### config.mk
export PLATFORM = sky130hd
export DESIGN_NAME = wall_follow_ctrl
export DESIGN_NICKNAME = d
export VERILOG_FILES = /design/src/rtl/robot_pkg.sv /design/src/rtl/sensor_debounce.sv /design/src/rtl/wall_follow_ctrl.sv
export SDC_FILE = /design/constraint.sdc
export NUM_CORES = 1
export LEC_CHECK = 0
export ABC_AREA = 1
export CORE_AREA = 2 2 66 62
export DETAILED_ROUTE_END_ITERATION = 10
export DIE_AREA = 0 0 68 64
export PLACE_DENSITY_LB_ADDON = 0.12
export SLEW_MARGIN = 20
export SYNTH_ARGS = -nofsm -noshare
export SYNTH_HDL_FRONTEND = slang
export SYNTH_HIERARCHICAL = 1
export SYNTH_SLANG_ARGS = --single-unit
### constraint.sdc
create_clock -name clk -period 2.8 [get_ports clk]
set_input_delay 0.42 -clock clk [delete_from_list [all_inputs] [get_ports clk]]
set_output_delay 0.42 -clock clk [all_outputs]
set_load 0.005 [all_outputs]
### src/rtl/robot_pkg.sv
// Shared encodings for the wall-following robot controller:
// FSM state values and rotation direction constants.
package robot_pkg;

    typedef enum logic [1:0] {
        SEARCH = 2'd0,
        FOLLOW = 2'd1,
        ROTATE = 2'd2,
        STUCK  = 2'd3
    } state_t;

    localparam logic DIR_CCW = 1'b0;
    localparam logic DIR_CW  = 1'b1;

endpackage

### src/rtl/sensor_debounce.sv
// Single-sensor debounce filter: the filtered value follows the raw
// input only after DEB consecutive mismatching samples.
module sensor_debounce #(
    parameter int DEB = 2
) (
    input  logic clk,
    input  logic rst_n,
    input  logic raw,
    output logic filt
);

    localparam int CW = $clog2(DEB + 1);
    localparam logic [CW-1:0] LAST = CW'(DEB - 1);

    logic [CW-1:0] cnt;

    always_ff @(posedge clk or negedge rst_n) begin
        if (!rst_n) begin
            cnt  <= '0;
            filt <= 1'b0;
        end else if (raw == filt) begin
            cnt <= '0;
        end else if (cnt == LAST) begin
            filt <= raw;
            cnt  <= '0;
        end else begin
            cnt <= cnt + 1'b1;
        end
    end

endmodule

### src/rtl/wall_follow_ctrl.sv
// Wall-following controller: debounced sensors feed a Moore FSM that
// searches, follows a wall, turns in timed steps and flags a stuck robot.
module wall_follow_ctrl
    import robot_pkg::*;
#(
    parameter int DEB         = 2,
    parameter int ROT_CYCLES  = 4,
    parameter int LOST_LIMIT  = 8,
    parameter int STUCK_LIMIT = 4
) (
    input  logic       clk,
    input  logic       rst_n,
    input  logic       en,
    input  logic       side,
    input  logic       head,
    input  logic       wall,
    output logic       front,
    output logic       rotate,
    output logic       rot_dir,
    output logic       stuck,
    output logic [1:0] state
);

    localparam int LW = $clog2(LOST_LIMIT + 1);
    localparam int RW = $clog2(ROT_CYCLES + 1);
    localparam int SW = $clog2(STUCK_LIMIT + 1);

    localparam logic [LW-1:0] LOST_LAST = LW'(LOST_LIMIT - 1);
    localparam logic [RW-1:0] ROT_LAST  = RW'(ROT_CYCLES - 1);
    localparam logic [SW-1:0] STUCK_MAX = SW'(STUCK_LIMIT);

    state_t        st;
    logic          head_f;
    logic          wall_f;
    logic [LW-1:0] lost_cnt;
    logic [RW-1:0] rot_cnt;
    logic [SW-1:0] stuck_cnt;
    logic [SW-1:0] stuck_nxt;
    logic          dir_away;
    logic          dir_toward;

    sensor_debounce #(.DEB(DEB)) u_head_deb (
        .clk   (clk),
        .rst_n (rst_n),
        .raw   (head),
        .filt  (head_f)
    );

    sensor_debounce #(.DEB(DEB)) u_wall_deb (
        .clk   (clk),
        .rst_n (rst_n),
        .raw   (wall),
        .filt  (wall_f)
    );

    assign dir_away   = side ? DIR_CCW : DIR_CW;
    assign dir_toward = side ? DIR_CW : DIR_CCW;

    // Saturating so a long stuck episode can never wrap back to zero.
    assign stuck_nxt = (stuck_cnt == STUCK_MAX) ? stuck_cnt
                                                : stuck_cnt + 1'b1;

    always_ff @(posedge clk or negedge rst_n) begin
        if (!rst_n) begin
            st        <= SEARCH;
            rot_dir   <= DIR_CCW;
            lost_cnt  <= '0;
            rot_cnt   <= '0;
            stuck_cnt <= '0;
        end else if (!en) begin
            st        <= SEARCH;
            lost_cnt  <= '0;
            rot_cnt   <= '0;
            stuck_cnt <= '0;
        end else begin
            unique case (st)
                SEARCH: begin
                    stuck_cnt <= '0;
                    if (head_f) begin
                        st      <= ROTATE;
                        rot_dir <= dir_away;
                        rot_cnt <= '0;
                    end else if (wall_f) begin
                        st <= FOLLOW;
                    end
                end
                FOLLOW: begin
                    stuck_cnt <= '0;
                    if (head_f) begin
                        st       <= ROTATE;
                        rot_dir  <= dir_away;
                        rot_cnt  <= '0;
                        lost_cnt <= '0;
                    end else if (wall_f) begin
                        lost_cnt <= '0;
                    end else if (lost_cnt == LOST_LAST) begin
                        st       <= ROTATE;
                        rot_dir  <= dir_toward;
                        rot_cnt  <= '0;
                        lost_cnt <= '0;
                    end else begin
                        lost_cnt <= lost_cnt + 1'b1;
                    end
                end
                ROTATE: begin
                    if (rot_cnt == ROT_LAST) begin
                        rot_cnt   <= '0;
                        stuck_cnt <= stuck_nxt;
                        if (stuck_nxt == STUCK_MAX) begin
                            st <= STUCK;
                        end else if (head_f) begin
                            st <= ROTATE;
                        end else if (wall_f) begin
                            st <= FOLLOW;
                        end else begin
                            st <= SEARCH;
                        end
                    end else begin
                        rot_cnt <= rot_cnt + 1'b1;
                    end
                end
                STUCK: begin
                    st <= STUCK;
                end
            endcase
        end
    end

    assign front  = en & ((st == SEARCH) | (st == FOLLOW));
    assign rotate = (st == ROTATE);
    assign stuck  = (st == STUCK);
    assign state  = st;

endmodule

Word-level counts from Yosys, hierarchy flattened. Cells that the tools add are included.

$add $sub $neg: 5. Multiply operators: 0. Div/mod/pow operators: 0. Magnitude comparators: 0. Equal/unequal tests: 22. Shift operators: 0. Muxes and demuxes: 38. Bitwise gates (word level): 4. Reductions and logical operators: 9.

Operators by type and width (number): 3-bit two-way mux (9); 2-bit two-way mux (13); 4-bit two-way mux (5); 3-bit by 2-bit inequality test with 1-bit output (second input constant) (4); 3-bit case mux with 3 select lines (1); 2-bit case mux with 4 select lines (1); 4-bit AND reduction (2); 1-bit two-way mux (7); 3-bit by 1-bit adder with 3-bit output (second input constant) (2); 2-bit by 1-bit equality test with 1-bit output (second input constant) (3); 3-bit equality test (second input constant) (2); 3-bit case mux with 2 select lines (1); 2-bit AND reduction (3); 5-bit AND reduction (1); 2-bit by 1-bit adder with 2-bit output (second input constant) (2); 4-bit by 1-bit adder with 4-bit output (second input constant) (1); 2-bit equality test (second input constant) (2); 4-bit by 3-bit equality test with 1-bit output (second input constant) (1); 2-bit by 1-bit inequality test with 1-bit output (second input constant) (2); 4-bit by 1-bit inequality test with 1-bit output (second input constant) (1); 4-bit by 2-bit inequality test with 1-bit output (second input constant) (1); 4-bit by 3-bit inequality test with 1-bit output (second input constant) (1); 4-bit inequality test (second input constant) (1); 3-bit by 2-bit equality test with 1-bit output (second input constant) (1); 9 further kinds (11).

Register bits after elaboration: 19. Bits in latches: 0. RAM bits: 0. ROM bits: 0. Input port bits: 6. Output and inout port bits: 6. Memories: 0.

Logic depth before layout (Yosys ltp).
Depth after elaboration: 7. Mapped depth: 9.

Hierarchy. The synthesis kept the hierarchy.

Modules (own cells, without submodules): wall_follow_ctrl (times used 1, cells each 112, area each 824.5 µm², seq. area each 325.3 µm²); sensor_debounce (times used 2, cells each 17, area each 131.4 µm², seq. area each 75.1 µm²).

Worst setup path after synthesis. No wires, ideal clock.

Path type: register to register. Start point: register lost_cnt[0]. End point: register rot_cnt[2]. Library setup time: 65 ps. Arrival: 1083 ps. Setup slack: 1652 ps. Stages on the path, launching flop included: 9. Clock period less this slack: 1148 ps. Path through: dfrtp_1 > ha_1 > nand3_1 > nand3_1 > nand2_1 > inv_2 > nand2_1 > nand2_1 > nand2_1.

Longest elaborated chain between the ends: 3.

Ends and longest elaborated chain: from (decl) (line wall_follow_ctrl.sv:35) `logic [LW-1:0] lost_cnt;`; from (signal assigned) (line wall_follow_ctrl.sv:102) `lost_cnt <= lost_cnt + 1'b1;`; 4-bit by 3-bit equality test with 1-bit output (line wall_follow_ctrl.sv:96) `end else if (lost_cnt == LOST_LAST) begin`; 4-bit by 3-bit inequality test with 1-bit output (no source line); 4-bit AND reduction (no source line); to (signal assigned) (line wall_follow_ctrl.sv:119) `rot_cnt <= rot_cnt + 1'b1;`; to (decl) (line wall_follow_ctrl.sv:36) `logic [RW-1:0] rot_cnt;`.

No other way between the ends. A chain may end at the register's enable or synchronous reset.

Worst setup path in the final report.
Start point: input port en. End point: output port front.

Longest elaborated chain between the ends: 1.

Ends and longest elaborated chain: from (decl) (line wall_follow_ctrl.sv:13) `input logic en,`; 1-bit bitwise AND (line wall_follow_ctrl.sv:129) `assign front = en & ((st == SEARCH) | (st == FOLLOW));`; to (decl) (line wall_follow_ctrl.sv:17) `output logic front,`.

No other way between the ends.

==> out/results.txt <==
status: finished clean
Clock Skews: 0.00452 ns
post-synth top area share: 43.7%
clock sinks: 19
nets: 172
Post-CTS Setup Repair Bufs: 0
crit path cell chain: clkdlybuf4s50_1 -> inv_2 -> nor2_1 -> clkdlybuf4s50_1
Synth Area per Inst: 7.45 um2
reg-to-reg startpoint: state[1]
yosys warns: 6
power per cell area: 800 nW/um2
TritonCTS buffer count: 3
FILL cells: 388
CTS tree: done
Cells on Worst Hold Path: 1
Fmax: 471 MHz
Critical Path AT: 1.70 ns
First DRT Iteration DRCs: 20
Top-Level Pins: 12
period utilization: 75.8%
fin cells: 207
DRC violations left: 0
maxcap violations: 0
leading post-synthesis cells by cell area: dfrtp_1 (44%), nand2_1 (13%), inv_1 (6.9%)
cts hold-fix bufs: 0
crit-path most repeated cell: clkdlybuf4s50_1
Initial Util: 30.0%
Setup Viol. Count Final: 0
Crit. End Element: primary output
critical hold path startpoint: u_wall_deb/cnt[0]
Distinct cells, synth: 20
wire length per cell: 10.2 um
share of cells above drive strength 1: 11.2%
Worst Tran Pin Value: 0.882 ns
R2R setup slack: 1.50 ns
most common cell after layout, fill and taps aside: nand2_1
clock root cell: clkbuf_8
port buffer count: 11
clk_lat worst skew: 0.26 ns
Max Slew Vio Count: 0
FP Rows: 21
relative slew slack: 41.0%
Die Footprint: 4350 um2
drt pass-1 iters: 4
syn nets: 156
Fin Setup TNS: 0 ns
vias per cell: 4.47
RSZ-0062 raised after global routing: false
Fin. Hold Viols: 0
worst ir drop on vdd: 364 uV
synthesized area: 1090 um2
leakage power: 0.000667 uW
CP top delay family: buffers and inverters
CP startpoint: en
H-tree depth: 1
first-pass GRT wire length: 3810 um
minimum clock period: 2.12 ns
Final GP Congestion: 0.748
most frequent cells in the layout: nand2_1 (37), inv_1 (20), dfrtp_1 (19), nor2_1 (16), nand3_1 (15)
DP HPWL: 1710 um
Syn Inst Count: 146
CP required: 2.38 ns
synth-to-layout area growth: 19.9%
WL final: 2120 um
CP Launch Type: primary input
gr ovfl total: 0
largest net degree at the start of global routing: 20
Die Y: 64 um
Buf+Inv Stages, Crit Path: 3
Max FO, Critical Path: 7
dominant cell type by area after synthesis: dfrtp_1
number of gates resized after cts: 0
Clock transition at path regs: 0.08 ns
die width: 68 um
ANT nets after route: 0
Crit Path Category: primary input to primary output
sequential fraction of the synthesis area: 43.7%
post-placement cell count: 203
WHS Endpoint: u_wall_deb/cnt[0]
HP Class: register to register
Total GRT Usage: 11.5%
initial antenna violation count: 0
ant diodes: 0
Via Count: 925
core box area: 3630 um2
Yosys reg bits: 19
reg2reg end: stuck_cnt[2]
clk buf depth: 2
worst-case reg-to-reg path depth: 7
Crit path largest cell delay: 0.54 ns
vias in the first global route: 896
slowest CP cell: clkdlybuf4s50_1
per-stage QoR:
step                      worst slack, ns  instance area, um2  hold WS [ns]  util (%)  total power, uW
after floorplan                      1.65                1090         0.124         -              704
after global placement              0.676                1250         0.455      34.6              853
after detailed placement            0.660                1250         0.463      34.6              862
after CTS                           0.656                1300         0.474      36.0             1070
after global routing                0.603                1300         0.491      36.0             1150
final                               0.677                1300         0.472      36.0             1040
synthesized netlist by cell type:
library cell   n
nand2_1       37
o21bai_1       1
nor3_1         2
ha_1           4
xor2_1         2
o21ai_1        4
dfrtp_1       19
nor2_4         3
nand2_2        3
nor2_1        16
inv_2          6
o22ai_1        1
nand3_1       15
nand4_1        1
or2_0          3
nor2_2         2
o21ai_0        1
a22o_1         1
a21oi_1        5
inv_1         20
routing by layer:
| metal | GRT usage [%] | vias up | wire length (um) |
|---|---|---|---|
| met5 | 0 | - | 0 |
| met4 | 3.25 | 0 | 12 |
| met3 | 4.58 | 4 | 124 |
| met2 | 18.8 | 14 | 1020 |
| met1 | 13.6 | 425 | 966 |
| li1 | - | 482 | - |
how the worst max path moves through the flow:
stage / end / cells after the start
6_report: front / 4
3_5_place_dp: front / 4
2_1_floorplan: rot_cnt[2] / 8
3_3_place_gp: front / 4
4_1_cts: front / 4
5_1_grt: front / 4
logic make-up (layout without fill, tap and decap cells):
| family | count (synthesis) | count (layout) | synth area share (%) |
|---|---|---|---|
| AO/OA/AOI/OAI | 13 | 13 | 6.67 |
| buffers and inverters | 26 | 41 | 8.98 |
| flip-flops | 19 | 19 | 43.7 |
| AND/OR/NAND/NOR | 82 | 82 | 34.4 |
| XOR/XNOR | 2 | 2 | 1.61 |
| adder cells (fa/ha/maj) | 4 | 4 | 4.60 |
sequential cells by signal (all words and copies together) (netlist names):
| name | flops |
|---|---|
| rot_dir | 1 |
| u_head_deb/cnt | 2 |
| u_wall_deb/cnt | 2 |
| u_head_deb/filt | 1 |
| state | 2 |
| lost_cnt | 4 |
| u_wall_deb/filt | 1 |
| rot_cnt | 3 |
| stuck_cnt | 3 |
layout make-up:
cell class,instances,area [um2],share of cell area [%]
clock buffer,3,41.3,3.17
clock inverter,1,7.51,0.576
inverter,26,97.6,7.49
multi-input combinational,101,514,39.4
sequential,19,475,36.5
tap,46,57.6,4.41
timing repair buffer,11,110,8.45
power by group:
group	switching, uW	internal, uW
Clock	94.6	100
Sequential	91.5	344
Combinational	231	182
Total	417	627
(Power assumes the default switching activity.)
